[config.mk]
export PLATFORM = sky130hd
export DESIGN_NAME = dev_ram_arbiter
export DESIGN_NICKNAME = d
export VERILOG_FILES = /design/src/rtl/pkg_ram.sv /design/src/rtl/dev_ram_rd_tag_pipe.sv /design/src/rtl/dev_ram_arbiter.sv
export SDC_FILE = /design/constraint.sdc
export NUM_CORES = 1
export LEC_CHECK = 0
export ABC_AREA = 1
export ABC_CLOCK_PERIOD_IN_PS = 11000
export CAP_MARGIN = 20
export CORE_AREA = 2 2 229 231
export DETAILED_ROUTE_END_ITERATION = 7
export DIE_AREA = 0 0 231 233
export PLACE_DENSITY = 0.39
export SYNTH_ARGS = -nofsm -noshare
export SYNTH_HDL_FRONTEND = slang
export SYNTH_SLANG_ARGS = --single-unit
[constraint.sdc]
create_clock -name clk -period 11 [get_ports clk]
set_input_delay 3.3 -clock clk [delete_from_list [all_inputs] [get_ports clk]]
set_output_delay 3.3 -clock clk [all_outputs]
set_load 0.02 [all_outputs]
[src/rtl/pkg_ram.sv]
// Shared RAM-side definitions for dev_ram and the clients arbitrated in front of it.
// Latency: none, definitions only.
// Backpressure: none, definitions only.
package pkg_ram;

  localparam int ADDR_W_DEFAULT    = 16;
  localparam int DATA_W_DEFAULT    = 64;
  localparam int N_CLIENTS_DEFAULT = 4;
  localparam int CLIENT_ID_W       = $clog2(N_CLIENTS_DEFAULT);

  typedef logic [CLIENT_ID_W-1:0] client_id_t;

  // Port assignment of the default four-client system
  localparam client_id_t CLIENT_LOADER    = client_id_t'(0);
  localparam client_id_t CLIENT_DEBUGGER  = client_id_t'(1);
  localparam client_id_t CLIENT_CPU_FETCH = client_id_t'(2);
  localparam client_id_t CLIENT_CPU_DATA  = client_id_t'(3);

  // Slot following idx in an n-entry ring; wrap is explicit so n need not be a power of two
  function automatic int rr_next(input int idx, input int n);
    return (idx == n - 1) ? 0 : idx + 1;
  endfunction

endpackage

[src/rtl/dev_ram_rd_tag_pipe.sv]
// Carries {valid, client id} of each read alongside the RAM read pipeline.
// Latency: DEPTH cycles from in_vld to out_vld.
// Backpressure: none; one tag accepted every cycle, reset drops every tag in flight.
module dev_ram_rd_tag_pipe #(
  parameter int DEPTH = 1,
  parameter int ID_W  = 2
) (
  input  logic            clk,
  input  logic            rst_n,
  input  logic            in_vld,
  input  logic [ID_W-1:0] in_id,
  output logic            out_vld,
  output logic [ID_W-1:0] out_id
);

  logic [DEPTH-1:0]           vld_q;
  logic [DEPTH-1:0][ID_W-1:0] id_q;

  // Shift tags one stage per cycle; reset clears all stages so no stale rvalid appears
  always_ff @(posedge clk or negedge rst_n) begin
    if (!rst_n) begin
      vld_q <= '0;
      id_q  <= '0;
    end else begin
      vld_q[0] <= in_vld;
      id_q[0]  <= in_id;
      for (int s = 1; s < DEPTH; s++) begin
        vld_q[s] <= vld_q[s-1];
        id_q[s]  <= id_q[s-1];
      end
    end
  end

  assign out_vld = vld_q[DEPTH-1];
  assign out_id  = id_q[DEPTH-1];

endmodule

[src/rtl/dev_ram_arbiter.sv]
// N-client single-quad access arbiter with optional bus lock in front of dev_ram.
// Latency: grant and RAM strobe combinational with req; read data READ_LATENCY cycles after grant.
// Backpressure: losing clients hold req until gnt; a lock stalls every client but the holder.
module dev_ram_arbiter
  import pkg_ram::*;
#(
  parameter int N_CLIENTS    = N_CLIENTS_DEFAULT,
  parameter int ADDR_W       = ADDR_W_DEFAULT,
  parameter int DATA_W       = DATA_W_DEFAULT,
  parameter int READ_LATENCY = 1,
  parameter int FIXED_PRIO   = 0
) (
  input  logic                           clk,
  input  logic                           rst_n,
  input  logic [N_CLIENTS-1:0]           req,
  input  logic [N_CLIENTS-1:0]           we,
  input  logic [N_CLIENTS-1:0]           lock,
  input  logic [N_CLIENTS*ADDR_W-1:0]    addr,
  input  logic [N_CLIENTS*DATA_W-1:0]    wdata,
  input  logic [N_CLIENTS*DATA_W/8-1:0]  be,
  output logic [N_CLIENTS-1:0]           gnt,
  output logic [N_CLIENTS-1:0]           rvalid,
  output logic [DATA_W-1:0]              rdata,
  output logic [$clog2(N_CLIENTS):0]     owner,
  output logic                           ram_en,
  output logic                           ram_we,
  output logic [ADDR_W-1:0]              ram_addr,
  output logic [DATA_W-1:0]              ram_wdata,
  output logic [DATA_W/8-1:0]            ram_be,
  input  logic [DATA_W-1:0]              ram_rdata
);

  localparam int ID_W = $clog2(N_CLIENTS);
  localparam int BE_W = DATA_W / 8;
  localparam logic [ID_W:0] N_EXT = (ID_W + 1)'(N_CLIENTS);

  typedef logic [ID_W-1:0] id_t;

  id_t                  rr_q;
  logic                 locked_q;
  id_t                  owner_q;
  logic [N_CLIENTS-1:0] req_rot;
  logic                 fix_hit, rot_hit;
  id_t                  fix_idx, rot_idx;
  logic [ID_W:0]        rr_sum;
  id_t                  rr_win;
  logic                 gnt_vld;
  id_t                  gnt_id;
  logic                 rd_push;
  logic                 tag_vld;
  id_t                  tag_id;

  // req_rot[j] is the request of client (rr_q + j) mod N
  assign req_rot = N_CLIENTS'({req, req} >> rr_q);

  // Lowest-index hit in both the plain and the rotated request vectors
  always_comb begin
    fix_hit = 1'b0;
    fix_idx = '0;
    rot_hit = 1'b0;
    rot_idx = '0;
    for (int j = N_CLIENTS - 1; j >= 0; j--) begin
      if (req[j]) begin
        fix_hit = 1'b1;
        fix_idx = id_t'(j);
      end
      if (req_rot[j]) begin
        rot_hit = 1'b1;
        rot_idx = id_t'(j);
      end
    end
  end

  assign rr_sum = {1'b0, rr_q} + {1'b0, rot_idx};
  assign rr_win = (rr_sum >= N_EXT) ? id_t'(rr_sum - N_EXT) : rr_sum[ID_W-1:0];

  // Winner selection: the lock holder only while locked, otherwise the chosen policy; nothing in reset
  always_comb begin
    gnt_vld = 1'b0;
    gnt_id  = '0;
    if (rst_n) begin
      if (locked_q) begin
        gnt_vld = req[owner_q];
        gnt_id  = owner_q;
      end else if (FIXED_PRIO != 0) begin
        gnt_vld = fix_hit;
        gnt_id  = fix_idx;
      end else begin
        gnt_vld = rot_hit;
        gnt_id  = rr_win;
      end
    end
  end

  // One-hot grant and RAM port steered from the winning client's fields
  always_comb begin
    gnt       = '0;
    ram_en    = gnt_vld;
    ram_we    = 1'b0;
    ram_addr  = '0;
    ram_wdata = '0;
    ram_be    = '0;
    if (gnt_vld) begin
      gnt[gnt_id] = 1'b1;
    end
    for (int i = 0; i < N_CLIENTS; i++) begin
      if (gnt_vld && gnt_id == id_t'(i)) begin
        ram_we    = we[i];
        ram_addr  = addr[i*ADDR_W +: ADDR_W];
        ram_wdata = wdata[i*DATA_W +: DATA_W];
        ram_be    = be[i*BE_W +: BE_W];
      end
    end
  end

  // Pointer advances past every winner; lock is taken on a locked grant and released once lock drops
  always_ff @(posedge clk or negedge rst_n) begin
    if (!rst_n) begin
      rr_q     <= '0;
      locked_q <= 1'b0;
      owner_q  <= '0;
    end else begin
      if (gnt_vld) begin
        rr_q <= id_t'(rr_next(int'(gnt_id), N_CLIENTS));
      end
      if (!locked_q) begin
        if (gnt_vld && lock[gnt_id]) begin
          locked_q <= 1'b1;
          owner_q  <= gnt_id;
        end
      end else if (!lock[owner_q]) begin
        locked_q <= 1'b0;
        owner_q  <= '0;
      end
    end
  end

  assign owner   = {locked_q, owner_q};
  assign rd_push = ram_en & ~ram_we;

  dev_ram_rd_tag_pipe #(
    .DEPTH (READ_LATENCY),
    .ID_W  (ID_W)
  ) u_rd_tag_pipe (
    .clk     (clk),
    .rst_n   (rst_n),
    .in_vld  (rd_push),
    .in_id   (gnt_id),
    .out_vld (tag_vld),
    .out_id  (tag_id)
  );

  // Route returning read data to the client that issued the read
  always_comb begin
    rvalid = '0;
    rdata  = '0;
    if (tag_vld) begin
      rvalid[tag_id] = 1'b1;
      rdata          = ram_rdata;
    end
  end

endmodule

Word level (Yosys, flattened, before mapping) --
Index checks and enable logic that the tools add are counted.
Storage, ports and cells: register bits 8, word-level logic and storage cells 81
Operators by class: add/sub/neg operators 3, $lt $le $gt $ge 6, equal/unequal tests 5, shift operators 1, multiplexer cells 49, bitwise gates (word level) 2, reduce and logical (&&, ||, !) cells 10
Operators with widths (count):
- 64-bit 2-to-1 mux | 5
- 16-bit 2-to-1 mux | 4
- 8-bit 2-to-1 mux | 4
- 2-bit 2-to-1 mux | 11
- 1-bit 2-to-1 mux | 18
- 2-bit by 3-bit less-than comparator with 1-bit output, second input constant | 3
- 4-bit 2-to-1 mux | 2
- 8-bit by 2-bit >> shifter with 4-bit output | 1
- 1-bit logical AND | 7
- 1-bit binary-select mux with 2-bit select | 3
- 1-bit demux with 2-bit select | 2
- 2-bit by 1-bit == test with 1-bit output, second input constant | 2
- 2-bit == test, second input constant | 2
- 2-bit by 1-bit >= comparator with 1-bit output, second input constant | 2
- 2-bit by 2-bit adder with 3-bit output | 1
- 3-bit >= comparator, second input constant | 1
- 2-bit by 1-bit adder with 2-bit output, second input constant | 1
- 2-bit zero test | 1
- 2-bit inequality test, second input constant | 1
- 2-bit AND reduction | 1
- 2-bit nonzero test | 1
- 2-bit by 1-bit subtractor with 2-bit output, second input constant | 1
- 1-bit bitwise AND | 1
- 1-bit inverter | 1

Logic depth before layout (Yosys ltp) --
depth in word-level cells 18, mapped depth 22, gate-level depth less buffers 21

Hierarchy --
A second synthesis with hierarchy kept.
Unflattened totals: cells, all modules 1203, area total of the unflattened synthesis 5126.2 sq um
Modules (own cells, without submodules):
- dev_ram_arbiter | instances 1, cells an instance 1200, area an instance 5051.1 sq um, seq. area each 125.1 sq um
- dev_ram_rd_tag_pipe | instances 1, cells an instance 3, area an instance 75.1 sq um, seq. area each 75.1 sq um

Worst setup path before layout --
No wires, ideal clock.
kind input -> output, start point input port req[1], end point output port ram_addr[0], arrival 5782 ps, slack 1918 ps, cell stages on the path 18, path buffers 3, cells stage by stage nand2_1 > nand3_1 > nand2_1 > nand3_1 > a21boi_0 > ha_1 > nor2_1 > nor3_2 > ha_1 > clkbuf_1 > inv_1 > nor2_4 > buf_4 > buf_6 > nand2_1 > nand2_1 > a21oi_1 > nor2_1
On the way: word-level cells in the longest chain between the ends 16
RTL lines:
- from (decl) | RTL line dev_ram_arbiter.sv:15 | input logic [N_CLIENTS-1:0] req,
- 8-bit by 2-bit >> shifter with 4-bit output (*) | RTL line dev_ram_arbiter.sv:54 | assign req_rot = N_CLIENTS'({req, req} >> rr_q);
- 2-bit 2-to-1 mux (3 in a row) | RTL line dev_ram_arbiter.sv:67 | if (req_rot[j]) begin
- 2-bit 2-to-1 mux (*) | RTL line dev_ram_arbiter.sv:67
- 2-bit by 2-bit adder with 3-bit output (*) | RTL line dev_ram_arbiter.sv:74 | assign rr_sum = {1'b0, rr_q} + {1'b0, rot_idx};
- 3-bit >= comparator or 2-bit by 1-bit subtractor with 2-bit output (tied branches) | RTL line dev_ram_arbiter.sv:75 | assign rr_win = (rr_sum >= N_EXT) ? id_t'(rr_sum - N_EXT) : rr_sum[ID_W-1:0];
- 2-bit 2-to-1 mux (*) | RTL line dev_ram_arbiter.sv:75
- 2-bit 2-to-1 mux (*) | RTL line dev_ram_arbiter.sv:82 | if (locked_q) begin
- 2-bit 2-to-1 mux (*) | RTL line dev_ram_arbiter.sv:81 | if (rst_n) begin
- net gnt_id[0] | RTL line dev_ram_arbiter.sv:48 | id_t gnt_id;
- 2-bit zero test | RTL line dev_ram_arbiter.sv:107 | if (gnt_vld && gnt_id == id_t'(i)) begin
- 1-bit logical AND | RTL line dev_ram_arbiter.sv:107
- 16-bit 2-to-1 mux (3 in a row) | RTL line dev_ram_arbiter.sv:107
- 16-bit 2-to-1 mux (*) | RTL line dev_ram_arbiter.sv:107
- to (decl) | RTL line dev_ram_arbiter.sv:27 | output logic [ADDR_W-1:0] ram_addr,
The timed path passes the listed nets; every way through them passes the cells marked *. The select of a mux whose other input is x is not followed.

Worst setup path after layout --
start point input port req[0], end point output port ram_wdata[20]
On the way: word-level cells in the longest chain between the ends 16
RTL lines:
- 8-bit by 2-bit >> shifter with 4-bit output (*) | RTL line dev_ram_arbiter.sv:54
- 2-bit 2-to-1 mux (3 in a row) | RTL line dev_ram_arbiter.sv:67
- 2-bit 2-to-1 mux (*) | RTL line dev_ram_arbiter.sv:67
- 2-bit by 2-bit adder with 3-bit output (*) | RTL line dev_ram_arbiter.sv:74
- 3-bit >= comparator or 2-bit by 1-bit subtractor with 2-bit output (tied branches) | RTL line dev_ram_arbiter.sv:75
- 2-bit 2-to-1 mux (*) | RTL line dev_ram_arbiter.sv:75
- 2-bit 2-to-1 mux (*) | RTL line dev_ram_arbiter.sv:82
- 2-bit 2-to-1 mux (*) | RTL line dev_ram_arbiter.sv:81
- net gnt_id[1] | RTL line dev_ram_arbiter.sv:48
- 2-bit zero test | RTL line dev_ram_arbiter.sv:107
- 1-bit logical AND | RTL line dev_ram_arbiter.sv:107
- 64-bit 2-to-1 mux (3 in a row) | RTL line dev_ram_arbiter.sv:107
- 64-bit 2-to-1 mux (*) | RTL line dev_ram_arbiter.sv:107
- to (decl) | RTL line dev_ram_arbiter.sv:28 | output logic [DATA_W-1:0] ram_wdata,
Marked as above.

==> results.txt <==
From left edge to right edge, the die measures 231 µm. Derived from the worst setup path, the maximum achievable clock frequency is 0.09484 GHz. The clock transition time at the flip-flop clock pins of the worst setup and hold paths was 0.04 ns; the global route total overflow was 0. Gates resized during post-CTS repair numbered 0. Across every metal layer, demand over resource in global routing totals 12.57%.

TritonCTS created 3 clock buffers. The number of cells on the worst reg-to-reg path is 21. The area growth from synthesis to layout is 130.9%. The run gives 4 as the number of iterations in the first detailed-routing pass. The post-detailed-route wirelength per cell was 14.99 µm.

For the share of synthesized area occupied by flip-flops and latches, the log shows 3.897%. TritonCTS built the clock tree. For the first-pass GRT wire length, the log shows 52520 µm.

The worst pin sits at a relative slew slack of 56.01%. The logs give 8840 for the via count of the first global-routing pass and 10.05% for the starting density of the core. The total power density per cell area came out at 205.4 nW/µm². For the number of distinct library cells after synthesis, the log shows 28.

The later pin in the worst-skew pair is clocked with a latency of 0.24 ns. The endpoint identified for the worst register-to-register timing path is u_rd_tag_pipe.out_vld. Setup repair after global routing could not meet its margin everywhere. Along the worst path, the maximum fanout reaches 33. After detailed placement, the design holds a cell count of 2422.

The longest clock path from root to sink contains 2 buffers. The post-layout minimum cycle time was 10.54 ns. The boundary pin count was 595; the post-synthesis area per instance was 4.271 µm². The ratio of routed vias to standard cells was 3.589; the core region area was 51090 µm². Max-cap violations in this run came to 0. The post-synth net total was 1638. The filler cell count was 5885. Endpoint of the worst setup timing path: ram_wdata[20]. The run gives 0.3477 ns as the post-place setup slack. The tools report the nature of the critical path endpoint as a primary output. The number of nets still failing antenna checks after routing was 0.

The tools report the arrival time reported for the critical path endpoint as 7.24 ns. In this run the post-CTS setup repair buffer count came out at 0. The tools report the number of warnings printed during yosys synthesis as 0. The tree is rooted in a clkbuf_16.

In this run the worst hold path is classified as reg2reg. For the synthesized instance count, the log shows 1203. Synthesis inferred 8 register bits. The total number of placement rows was 83. Critical path start-end classification: in2out. In this run the worst setup path begins at req[0]. The flop-to-flop setup slack is 7.60 ns, and the number of cells in the finished layout apart from fillers is 2428. The run gives 0.8619 as the global placer's final weighted congestion. For the number of endpoints with negative hold slack in the final report, the log shows 0.

The run gives 29550 µm as the placed wire-length estimate after detailed placement. The routed layout has 8715 vias. The number of antenna violations at the first check in global routing came out at 4. The final-report max-slew violation count was 0.

The run finished with clean final reports. The total wire length after detailed routing is 36390 µm, and the number of sinks driven by the clock tree is 8. The tools report the overall die area as 53820 µm².

The remaining routing DRC violations was 0; the worst-case vdd ir drop was 0.1270 mV. The tools report the slack of the critical path as 0.4560 ns. The die height works out to 233 µm. For the pin with the worst max-slew slack, the measured transition is 0.6598 ns.

The maximum number of pins on one net before global-route repair is 91, and the total number of nets in the final design is 2182. The first routing iteration left 299 violations. The total number of H-tree levels came out at 1.

The worst clock skew was 0.002290 ns. The required time reported for the critical path endpoint came out at 7.70 ns. The number of setup violations in the final report is 0. STA classifies the critical path startpoint as an input pin.

The count of buffers inserted at the top-level ports was 594. Dividing the final minimum period by the clock period gives 95.85%. The fraction of layout cells with a size suffix above 1 is 2.234%. For this design, the CTS-stage hold fixing added 0 buffers.

Reg-to-reg critical path startpoint: rr_q[0]. The mapped netlist covers 5137 µm². For this design the static power due to leakage is 6.240 nW.
-- area by class of cell --
type / count / area (µm²) / area share [%]
Clock buffer: 4 / 78.83 / 0.6646
Sequential cell: 8 / 201.4 / 1.698
Multi-Input combinational cell: 947 / 3884 / 32.74
Tap cell: 680 / 850.8 / 7.173
Inverter: 174 / 655.6 / 5.527
Antenna cell: 2 / 5.005 / 0.04219
Timing Repair Buffer: 613 / 6186 / 52.15
-- how the worst min path moves through the flow --
stage	endpoint	cells past startpoint	slack (ns)	from
after detailed placement	owner_q[1]	2	0.61	owner_q[1]
after global placement	rr_q[0]	2	0.62	rr_q[0]
after global routing	owner_q[1]	2	0.70	owner_q[1]
after floorplan	rr_q[0]	2	0.57	rr_q[0]
after CTS	owner_q[1]	2	0.62	owner_q[1]
final	owner_q[1]	2	0.63	owner_q[1]
-- metal layers --
metal	routed length [µm]	track usage [%]	vias to the layer above	part of all wire, %
li1	-	-	4590	-
met1	13940	13.71	3702	38
met2	18550	23.96	388	51
met3	3289	3.578	31	9.0
met4	588	2.540	4	1.6
met5	27	0	-	0.074
-- metrics by stage --
| step | area, µm² | utilization (%) | hold slack, ns | total power [mW] | TNS, ns |
|---|---|---|---|---|---|
| after floorplan | 5137 | - | 0.5709 | 1.316 | 0 |
| after global placement | 11780 | 23.05 | 0.6244 | 2.434 | 0 |
| after detailed placement | 11780 | 23.05 | 0.6059 | 2.422 | 0 |
| after CTS | 11860 | 23.21 | 0.6190 | 2.498 | 0 |
| after global routing | 11860 | 23.21 | 0.6965 | 2.670 | -0.002794 |
| final | 11860 | 23.21 | 0.6266 | 2.436 | 0 |
-- critical path, cell delays in order --
cell,delay [ns]
clkdlybuf4s50_1,0.47
nand2_1,0.11
nand3_1,0.07
nand2_1,0.11
nand3_1,0.07
a21boi_0,0.16
ha_1,0.18
xnor2_1,0.13
nand3_1,0.10
nand3_1,0.11
nand2_1,0.14
inv_1,0.16
ha_1,0.19
inv_1,0.10
nor2_8,0.32
buf_4,0.43
nand2_1,0.09
nand2_1,0.08
a21oi_1,0.05
nor2_1,0.18
clkdlybuf4s50_1,0.65
-- state kept, by name (all words and copies together) (netlist names) --
name	flops
locked_q	1
owner_q	2
rr_q	2
u_rd_tag_pipe.out_id	2
u_rd_tag_pipe.out_vld	1
-- layout by cell type (no fill, tap or decap) --
master,instances
buf_4,12
nand2_1,538
a21oi_1,90
nand4_1,4
ha_4,1
nor2_2,1
dfrtp_1,7
a32o_1,1
clkbuf_1,1
a21boi_0,1
nand3_1,19
inv_4,1
inv_1,170
inv_2,3
nor2_1,269
nor3_1,4
ha_1,4
diode_2,2
dfrtp_2,1
a21oi_4,1
xnor2_1,1
clkdlybuf4s50_1,593
buf_12,8
mux2i_1,2
nor2_4,2
nor3_2,1
nand2_2,2
clkbuf_16,3
nor2_8,1
nand2_8,2
o21ai_0,3
-- power by group --
part / switching (mW) / internal, mW / leakage [nW]
Combinational: 1.34 / 0.971 / 6.10
Clock: 0.0156 / 0.0484 / 0.0382
Sequential: 0.0201 / 0.0425 / 0.101
Total: 1.37 / 1.06 / 6.24
-- Yosys cell counts (all sizes together) --
| cell type | number | area share, % |
|---|---|---|
| mux2i | 2 | 0.39 |
| nand3 | 19 | 1.9 |
| nor2 | 273 | 21 |
| a32o | 1 | 0.19 |
| xnor2 | 1 | 0.17 |
| nand4 | 4 | 0.49 |
| ha | 5 | 1.2 |
| nand2 | 542 | 40 |
| dfrtp | 8 | 3.9 |
| a21boi | 1 | 0.15 |
| inv | 174 | 13 |
| nor3 | 5 | 0.58 |
| o21ai | 3 | 0.29 |
| buf | 52 | 6.6 |
| a21oi | 91 | 9.1 |
| clkbuf | 22 | 1.6 |
-- cell families after synthesis --
family                   after synthesis  synth area share (%)
buffers and inverters                248                 21.02
adder cells (fa/ha/maj)                5                 1.218
multiplexers                           2                0.3897
XOR/XNOR                               1                0.1705
flip-flops                             8                 3.897
AND/OR/NAND/NOR                      843                 63.59
AO/OA/AOI/OAI                         96                 9.718
(Power assumes the default switching activity.)
